===== src/rtl/mem_port_arbiter_if.sv =====
// ============================================================================
// mem_port_arbiter_if: I-fetch, load/store, memory and perf signals of the arbiter
// Rev 1.0
// ============================================================================
`default_nettype none

interface mem_port_arbiter_if;
  // fetch side
  logic        i_req;
  logic [29:0] i_addr;
  logic        i_gnt;
  logic        i_rvalid;
  logic [31:0] i_rdata;
  // load/store side
  logic        d_req;
  logic        d_rw;
  logic [29:0] d_addr;
  logic [31:0] d_wdata;
  logic        d_gnt;
  logic        d_rvalid;
  logic [31:0] d_rdata;
  // memory macro side
  logic        m_req;
  logic        m_rw;
  logic [29:0] m_addr;
  logic [31:0] m_wdata;
  logic [31:0] m_rdata;
  // stall statistics
  logic [15:0] perf_i_stall;
  logic [15:0] perf_d_stall;

  // environment view: core pipeline plus memory macro
  modport master (
    output i_req, i_addr, d_req, d_rw, d_addr, d_wdata, m_rdata,
    input  i_gnt, i_rvalid, i_rdata, d_gnt, d_rvalid, d_rdata,
    input  m_req, m_rw, m_addr, m_wdata, perf_i_stall, perf_d_stall
  );

  // arbiter view
  modport slave (
    input  i_req, i_addr, d_req, d_rw, d_addr, d_wdata, m_rdata,
    output i_gnt, i_rvalid, i_rdata, d_gnt, d_rvalid, d_rdata,
    output m_req, m_rw, m_addr, m_wdata, perf_i_stall, perf_d_stall
  );
endinterface

`default_nettype wire


===== src/rtl/mem_port_arbiter.sv =====
// ============================================================================
// mem_port_arbiter: shares one single-ported memory between fetch (I) and
// load/store (D); define ARB_PERF_CNT_EN to build the stall counters. Rev 1.0
// ============================================================================
`default_nettype none

module mem_port_arbiter #(
  parameter int LAT      = 1,
  parameter int MAX_WAIT = 4
) (
  input  logic               clk,
  input  logic               rst,
  mem_port_arbiter_if.slave  bus
);

  localparam int WCW = (MAX_WAIT < 1) ? 1 : $clog2(MAX_WAIT + 1);
  localparam logic [WCW-1:0] WAIT_LAST = (MAX_WAIT < 1) ? '0 : WCW'(MAX_WAIT - 1);
  localparam logic [WCW-1:0] WAIT_MAX  = WCW'(MAX_WAIT);

  typedef enum logic [0:0] {
    D_PRIO = 1'b0,
    I_PRIO = 1'b1
  } state_t;

  state_t         state;
  state_t         state_nxt;
  logic [WCW-1:0] wait_cnt;
  logic [WCW-1:0] wait_nxt;
  logic           i_gnt;
  logic           d_gnt;

  logic           m_side;   // 1 = command belongs to D
  logic [LAT-1:0] tag_v;
  logic [LAT-1:0] tag_s;
  logic           ret_i;
  logic           ret_d;
  logic [31:0]    i_rdata_q;
  logic [31:0]    d_rdata_q;

  always_ff @(posedge clk or posedge rst) begin
    if (rst) begin
      state    <= D_PRIO;
      wait_cnt <= '0;
    end else begin
      state    <= state_nxt;
      wait_cnt <= wait_nxt;
    end
  end

  // Grants are masked while reset is asserted so every output reads 0 at once.
  always_comb begin
    i_gnt     = 1'b0;
    d_gnt     = 1'b0;
    state_nxt = state;
    wait_nxt  = wait_cnt;

    if (!rst) begin
      if (state == I_PRIO) begin
        if (bus.i_req)      i_gnt = 1'b1;
        else if (bus.d_req) d_gnt = 1'b1;
      end else begin
        if (bus.d_req)      d_gnt = 1'b1;
        else if (bus.i_req) i_gnt = 1'b1;
      end
    end

    case (state)
      D_PRIO: begin
        if ((MAX_WAIT != 0) && (wait_cnt == WAIT_LAST) && bus.i_req && d_gnt)
          state_nxt = I_PRIO;
      end
      I_PRIO: begin
        if (i_gnt || !bus.i_req)
          state_nxt = D_PRIO;
      end
      default: state_nxt = D_PRIO;
    endcase

    if (i_gnt || !bus.i_req)
      wait_nxt = '0;
    else if (d_gnt && (wait_cnt != WAIT_MAX))
      wait_nxt = wait_cnt + 1'b1;
  end

  assign bus.i_gnt = i_gnt;
  assign bus.d_gnt = d_gnt;

  // Registered memory command; fields only move when something is granted.
  always_ff @(posedge clk or posedge rst) begin
    if (rst) begin
      bus.m_req   <= 1'b0;
      bus.m_rw    <= 1'b0;
      bus.m_addr  <= '0;
      bus.m_wdata <= '0;
      m_side      <= 1'b0;
    end else begin
      bus.m_req <= i_gnt | d_gnt;
      if (d_gnt) begin
        bus.m_rw   <= bus.d_rw;
        bus.m_addr <= bus.d_addr;
        m_side     <= 1'b1;
        if (bus.d_rw)
          bus.m_wdata <= bus.d_wdata;
      end else if (i_gnt) begin
        bus.m_rw   <= 1'b0;
        bus.m_addr <= bus.i_addr;
        m_side     <= 1'b0;
      end
    end
  end

  // Tag pipeline fed from the issued command: entry LAT-1 lines up with M_RDATA.
  always_ff @(posedge clk or posedge rst) begin
    if (rst) begin
      tag_v <= '0;
      tag_s <= '0;
    end else begin
      for (int k = LAT - 1; k > 0; k--) begin
        tag_v[k] <= tag_v[k-1];
        tag_s[k] <= tag_s[k-1];
      end
      tag_v[0] <= bus.m_req & ~bus.m_rw;
      tag_s[0] <= m_side;
    end
  end

  assign ret_i = tag_v[LAT-1] & ~tag_s[LAT-1];
  assign ret_d = tag_v[LAT-1] &  tag_s[LAT-1];

  always_ff @(posedge clk or posedge rst) begin
    if (rst) begin
      i_rdata_q <= '0;
      d_rdata_q <= '0;
    end else begin
      if (ret_i) i_rdata_q <= bus.m_rdata;
      if (ret_d) d_rdata_q <= bus.m_rdata;
    end
  end

  assign bus.i_rvalid = ret_i;
  assign bus.d_rvalid = ret_d;
  assign bus.i_rdata  = ret_i ? bus.m_rdata : i_rdata_q;
  assign bus.d_rdata  = ret_d ? bus.m_rdata : d_rdata_q;

`ifdef ARB_PERF_CNT_EN
  logic [15:0] perf_i_q;
  logic [15:0] perf_d_q;

  always_ff @(posedge clk or posedge rst) begin
    if (rst) begin
      perf_i_q <= '0;
      perf_d_q <= '0;
    end else begin
      if (bus.i_req && !i_gnt && (perf_i_q != 16'hFFFF)) perf_i_q <= perf_i_q + 16'd1;
      if (bus.d_req && !d_gnt && (perf_d_q != 16'hFFFF)) perf_d_q <= perf_d_q + 16'd1;
    end
  end

  assign bus.perf_i_stall = perf_i_q;
  assign bus.perf_d_stall = perf_d_q;
`else
  assign bus.perf_i_stall = 16'h0000;
  assign bus.perf_d_stall = 16'h0000;
`endif

endmodule

`default_nettype wire


===== src/flat_wrapper.sv =====
// flat-port wrapper written by rule: the top's interface ports become plain ports
module mem_port_arbiter_flat 
#(
  parameter int LAT      = 1,
  parameter int MAX_WAIT = 4
)
  (clk, rst, bus_i_req, bus_i_addr, bus_d_req, bus_d_rw, bus_d_addr, bus_d_wdata, bus_m_rdata, bus_i_gnt, bus_i_rvalid, bus_i_rdata, bus_d_gnt, bus_d_rvalid, bus_d_rdata, bus_m_req, bus_m_rw, bus_m_addr, bus_m_wdata, bus_perf_i_stall, bus_perf_d_stall);
  mem_port_arbiter_if bus_i ();
  input  logic clk;
  input  logic rst;
  input wire logic [$bits(bus_i.i_req)-1:0] bus_i_req;
  input wire logic [$bits(bus_i.i_addr)-1:0] bus_i_addr;
  input wire logic [$bits(bus_i.d_req)-1:0] bus_d_req;
  input wire logic [$bits(bus_i.d_rw)-1:0] bus_d_rw;
  input wire logic [$bits(bus_i.d_addr)-1:0] bus_d_addr;
  input wire logic [$bits(bus_i.d_wdata)-1:0] bus_d_wdata;
  input wire logic [$bits(bus_i.m_rdata)-1:0] bus_m_rdata;
  output wire logic [$bits(bus_i.i_gnt)-1:0] bus_i_gnt;
  output wire logic [$bits(bus_i.i_rvalid)-1:0] bus_i_rvalid;
  output wire logic [$bits(bus_i.i_rdata)-1:0] bus_i_rdata;
  output wire logic [$bits(bus_i.d_gnt)-1:0] bus_d_gnt;
  output wire logic [$bits(bus_i.d_rvalid)-1:0] bus_d_rvalid;
  output wire logic [$bits(bus_i.d_rdata)-1:0] bus_d_rdata;
  output wire logic [$bits(bus_i.m_req)-1:0] bus_m_req;
  output wire logic [$bits(bus_i.m_rw)-1:0] bus_m_rw;
  output wire logic [$bits(bus_i.m_addr)-1:0] bus_m_addr;
  output wire logic [$bits(bus_i.m_wdata)-1:0] bus_m_wdata;
  output wire logic [$bits(bus_i.perf_i_stall)-1:0] bus_perf_i_stall;
  output wire logic [$bits(bus_i.perf_d_stall)-1:0] bus_perf_d_stall;
  assign bus_i.i_req = bus_i_req;
  assign bus_i.i_addr = bus_i_addr;
  assign bus_i.d_req = bus_d_req;
  assign bus_i.d_rw = bus_d_rw;
  assign bus_i.d_addr = bus_d_addr;
  assign bus_i.d_wdata = bus_d_wdata;
  assign bus_i.m_rdata = bus_m_rdata;
  assign bus_i_gnt = bus_i.i_gnt;
  assign bus_i_rvalid = bus_i.i_rvalid;
  assign bus_i_rdata = bus_i.i_rdata;
  assign bus_d_gnt = bus_i.d_gnt;
  assign bus_d_rvalid = bus_i.d_rvalid;
  assign bus_d_rdata = bus_i.d_rdata;
  assign bus_m_req = bus_i.m_req;
  assign bus_m_rw = bus_i.m_rw;
  assign bus_m_addr = bus_i.m_addr;
  assign bus_m_wdata = bus_i.m_wdata;
  assign bus_perf_i_stall = bus_i.perf_i_stall;
  assign bus_perf_d_stall = bus_i.perf_d_stall;
  mem_port_arbiter #(.LAT(LAT), .MAX_WAIT(MAX_WAIT)) u_core (.clk(clk), .rst(rst), .bus(bus_i));
endmodule

===== config.mk =====
export PLATFORM = sky130hd
export DESIGN_NAME = mem_port_arbiter_flat
export DESIGN_NICKNAME = d
export VERILOG_FILES = /design/src/rtl/mem_port_arbiter_if.sv /design/src/rtl/mem_port_arbiter.sv /design/src/flat_wrapper.sv
export SDC_FILE = /design/constraint.sdc
export NUM_CORES = 1
export LEC_CHECK = 0
export ABC_AREA = 1
export CAP_MARGIN = 20
export CORE_ASPECT_RATIO = 0.8
export CORE_MARGIN = 4
export CORE_UTILIZATION = 30
export DETAILED_ROUTE_END_ITERATION = 6
export PLACE_DENSITY_LB_ADDON = 0.25
export SETUP_SLACK_MARGIN = 0.3
export SYNTH_ARGS = -nofsm -noshare
export SYNTH_HDL_FRONTEND = slang
export SYNTH_SLANG_ARGS = --single-unit

===== constraint.sdc =====
create_clock -name clk -period 8.15 [get_ports clk]
set_input_delay 1.2225 -clock clk [delete_from_list [all_inputs] [get_ports clk]]
set_output_delay 1.2225 -clock clk [all_outputs]
set_load 0.01 [all_outputs]

==> flow_metrics.env <==
export IMPL_viasPerCell=4.24
export IMPL_drcViolationCount=0
export IMPL_numCtsBuffers=17
export IMPL_period_share_pct=55.6
export IMPL_start_kind="input port"
export IMPL_yosysSeqAreaShare_pct=56.4
export IMPL_critPathMaxStageDelay_ns=0.61
export IMPL_power_density_mw_per_mm2=246
export IMPL_cap_violations=0
export IMPL_synth_avg_cell_area_um2=8.60
export IMPL_post_cts_resized=0
export IMPL_post_place_cells=1182
export IMPL_io_pins=293
export IMPL_crit_slowest_cell="inv_6"
export IMPL_synth_area_mm2=0.00599
export IMPL_die_area_mm2=0.0223
export IMPL_ys_warn_count=0
export IMPL_portBuffers=260
export IMPL_grt_pass1_wl_um=28400
export IMPL_worstPathBufferInverterCount=3
export IMPL_die_h_um=134
export IMPL_ir_drop_v=0.000120
export IMPL_postPlaceCellArea_mm2=0.00868
export IMPL_grt_max_degree=90
export IMPL_syn_inst=697
export IMPL_dp_hpwl_um=12600
export IMPL_rsz0062_at_grt="false"
export IMPL_drive_gt1_share_pct=5.33
export IMPL_min_path_type="flip-flop to flip-flop"
export IMPL_timing_fmax_ghz=0.221
export IMPL_fill_cells=1876
export IMPL_final_cell_area_mm2=0.00931
export IMPL_crit_chain="clkdlybuf4s50_1, inv_6, nand2_2, nor2_4, clkdlybuf4s50_1"
export IMPL_switching_share_pct=28.7
export IMPL_synth_seq_cells=135
export IMPL_drt_iter0_drc=252
export IMPL_h_tree_depth=4
export IMPL_fin_nets=1076
export IMPL_grt_pass1_vias=5141
export IMPL_cell_internal_pwr_uw=1630
export IMPL_die_x_um=166
export IMPL_clkSinkCount=135
export IMPL_postCtsHoldBufs=0
export IMPL_crit_top_cell="clkdlybuf4s50_1"
export IMPL_setup_viol_count_final=0
export IMPL_cp_arrival_ns=3.31
export IMPL_worst_slack_ns=3.62
export IMPL_rows=45
export IMPL_synthToLayoutAreaGrowth_pct=55.3
export IMPL_core_mm2=0.0193
export IMPL_drt_antenna_violating_nets=0
export IMPL_wl_per_cell_um=14.8
export IMPL_clk_path_buf_depth=2
export IMPL_cts_setup_buffers=0
export IMPL_final_hold_viol_count=0
export IMPL_clkPwrFrac_pct=34.3
export IMPL_antenna_found_initial=0
export IMPL_tns_ns=0
export IMPL_grt_overflow_total=0
export IMPL_cts_tree="yes"
export IMPL_crit_type="input port to output pin"
export IMPL_multi_input_area_mm2=0.00200
export IMPL_finalCriticalPeriod_ns=4.53
export IMPL_clock_latency_ns=0.42
export IMPL_worst_slew_pin_slew_ns=0.819
export IMPL_comb_power_share_pct=28.4
export IMPL_final_cells=1215
export IMPL_grtUsageTotal_pct=16.1
export IMPL_seq_power_share_pct=37.3
export IMPL_fin_skew_ns=0.00844
export IMPL_antenna_cells=0
export IMPL_wl_um=18000
export IMPL_max_slew_margin_pct=45.4
export IMPL_worst_setup_path_end_kind="output pin"
export IMPL_crit_path_max_fanout=89
export IMPL_slew_violations=0
export IMPL_cts_root_buffer="clkbuf_16"
export IMPL_firstDrtPassIters=4
export IMPL_required_ns=6.93
export IMPL_fin_util_pct=48.2
export IMPL_dpl_worst_slack_ns=3.51
export IMPL_p_sw_uw=657
export IMPL_seqCellArea_mm2=0.00338
export IMPL_start_util_pct=31.0
export IMPL_p_leak_uw=0.00455
export IMPL_status="completed"
export IMPL_vias=5150
export IMPL_synth_cell_types=21
export IMPL_worst_path_dominant_cell_family="buffers and inverters"
export IMPL_cts_clk_slew_worst_paths_ns=0.06
export IMPL_globalplace_congestion=0.820
-- layout make-up --
cell class	count	area share, %
inverters	78	3.20
multi-input cells	444	21.5
well taps	258	3.47
clock buffers	20	5.01
flip-flops and latches	135	36.3
repair buffers	268	29.0
clock inverters	12	1.55
-- worst reg2reg max path, cell delays in order (launching register included) --
cell and delay, ns:
dfrtp_1 0.41, nand2_2 0.58, inv_2 0.10, nor2_4 0.15, buf_4 0.39, nand2_2 0.52
nand2_1 0.23, nand2_1 0.07
-- cells by family after synthesis --
family,after synthesis,share of synthesized area [%]
other,1,0.0626
buffers and inverters,149,12.2
DFF,135,56.4
and+or+nand+nor,343,25.2
adders and majority gates,3,0.627
AOI/OAI and AO/OA,66,5.55
-- final timing paths --
kind / start / slack (ns) / depth (start not counted) / end
setup / recovery: rst / 3.62 / 5 / bus_d_gnt
hold / removal: u_core.m_side / 0.38 / 0 / u_core.tag_s
setup reg to reg: u_core.state / 5.59 / 7 / u_core.bus.m_wdata[23]
hold reg to reg: u_core.m_side / 0.38 / 0 / u_core.tag_s
max in group asynchronous: rst / 5.56 / 3 / u_core.bus.m_wdata[16]
min in group asynchronous: rst / 1.41 / 2 / u_core.bus.m_addr[17]
-- cells in the mapped netlist --
master	instances	area, um^2
or2_1	1	6.26
buf_6	3	33.8
dfrtp_1	135	3380
clkbuf_1	15	56.3
inv_2	4	15.0
a21boi_0	1	7.51
buf_4	33	248
nand2_1	234	878
ha_1	3	37.5
nor2_4	2	22.5
nand4_1	2	12.5
buf_2	19	95.1
buf_1	1	3.75
conb_1	1	3.75
nand2_2	3	18.8
o21ai_0	62	310
o21ai_1	3	15.0
inv_1	74	278
nand3b_1	30	225
nand3_1	64	320
nor2_1	7	26.3
-- per-stage QoR --
step                      hold WS [ns]  power (uW)
after global placement           0.366        1510
after CTS                        0.382        2320
after floorplan                  0.354        1130
final                            0.377        2290
after global routing             0.420        2410
after detailed placement         0.367        1520
-- state kept, by name (all words and copies together), names as in the netlist --
signal	cells
u_core.bus.m_addr	30
u_core.bus.m_req	1
u_core.bus.m_rw	1
u_core.bus.m_wdata	32
u_core.d_rdata_q	32
u_core.i_rdata_q	32
u_core.m_side	1
u_core.state	1
u_core.tag_s	1
u_core.tag_v	1
u_core.wait_cnt	3
-- layout by cell type, fill, tap and decap left out --
master           netlist  final
ha_1                   3      3
nand3b_1              30     30
nand2_1              234    233
bufinv_16              0      2
clkbuf_8               0      3
conb_1                 1     32
clkinvlp_4             0      2
dfrtp_1              135    135
nand3_1               64     64
nand4_1                2      2
buf_4                 33      6
clkdlybuf4s50_1        0    260
o21ai_0               62     62
inv_2                  4      3
or2_2                  0      1
inv_8                  0      1
o21ai_1                3      3
a21boi_0               1      1
buf_16                 0      1
buf_12                 0      1
clkbuf_16              0     17
inv_6                  0      2
nor2_1                 7      7
inv_1                 74     74
nand2_2                3      4
clkinv_4               0      5
clkinv_2               0      1
nor2_4                 2      2
-- power groups by stage --
stage          clock network [uW]  registers, uW  logic, uW
5_1_grt                       833            871        710
6_report                      784            854        650
3_5_place_dp                    0            862        656
3_3_place_gp                    0            862        650
4_1_cts                       808            854        658
2_1_floorplan                   0            882        248
-- routing by layer --
| metal | global-route usage, % | share of wire, % |
|---|---|---|
| met1 | 21.5 | 46 |
| met2 | 23.9 | 44 |
| met3 | 6.72 | 8.8 |
| met4 | 4.67 | 1.4 |
| met5 | 0 | 0 |
Note: power is estimated with default switching activity, not from simulation.
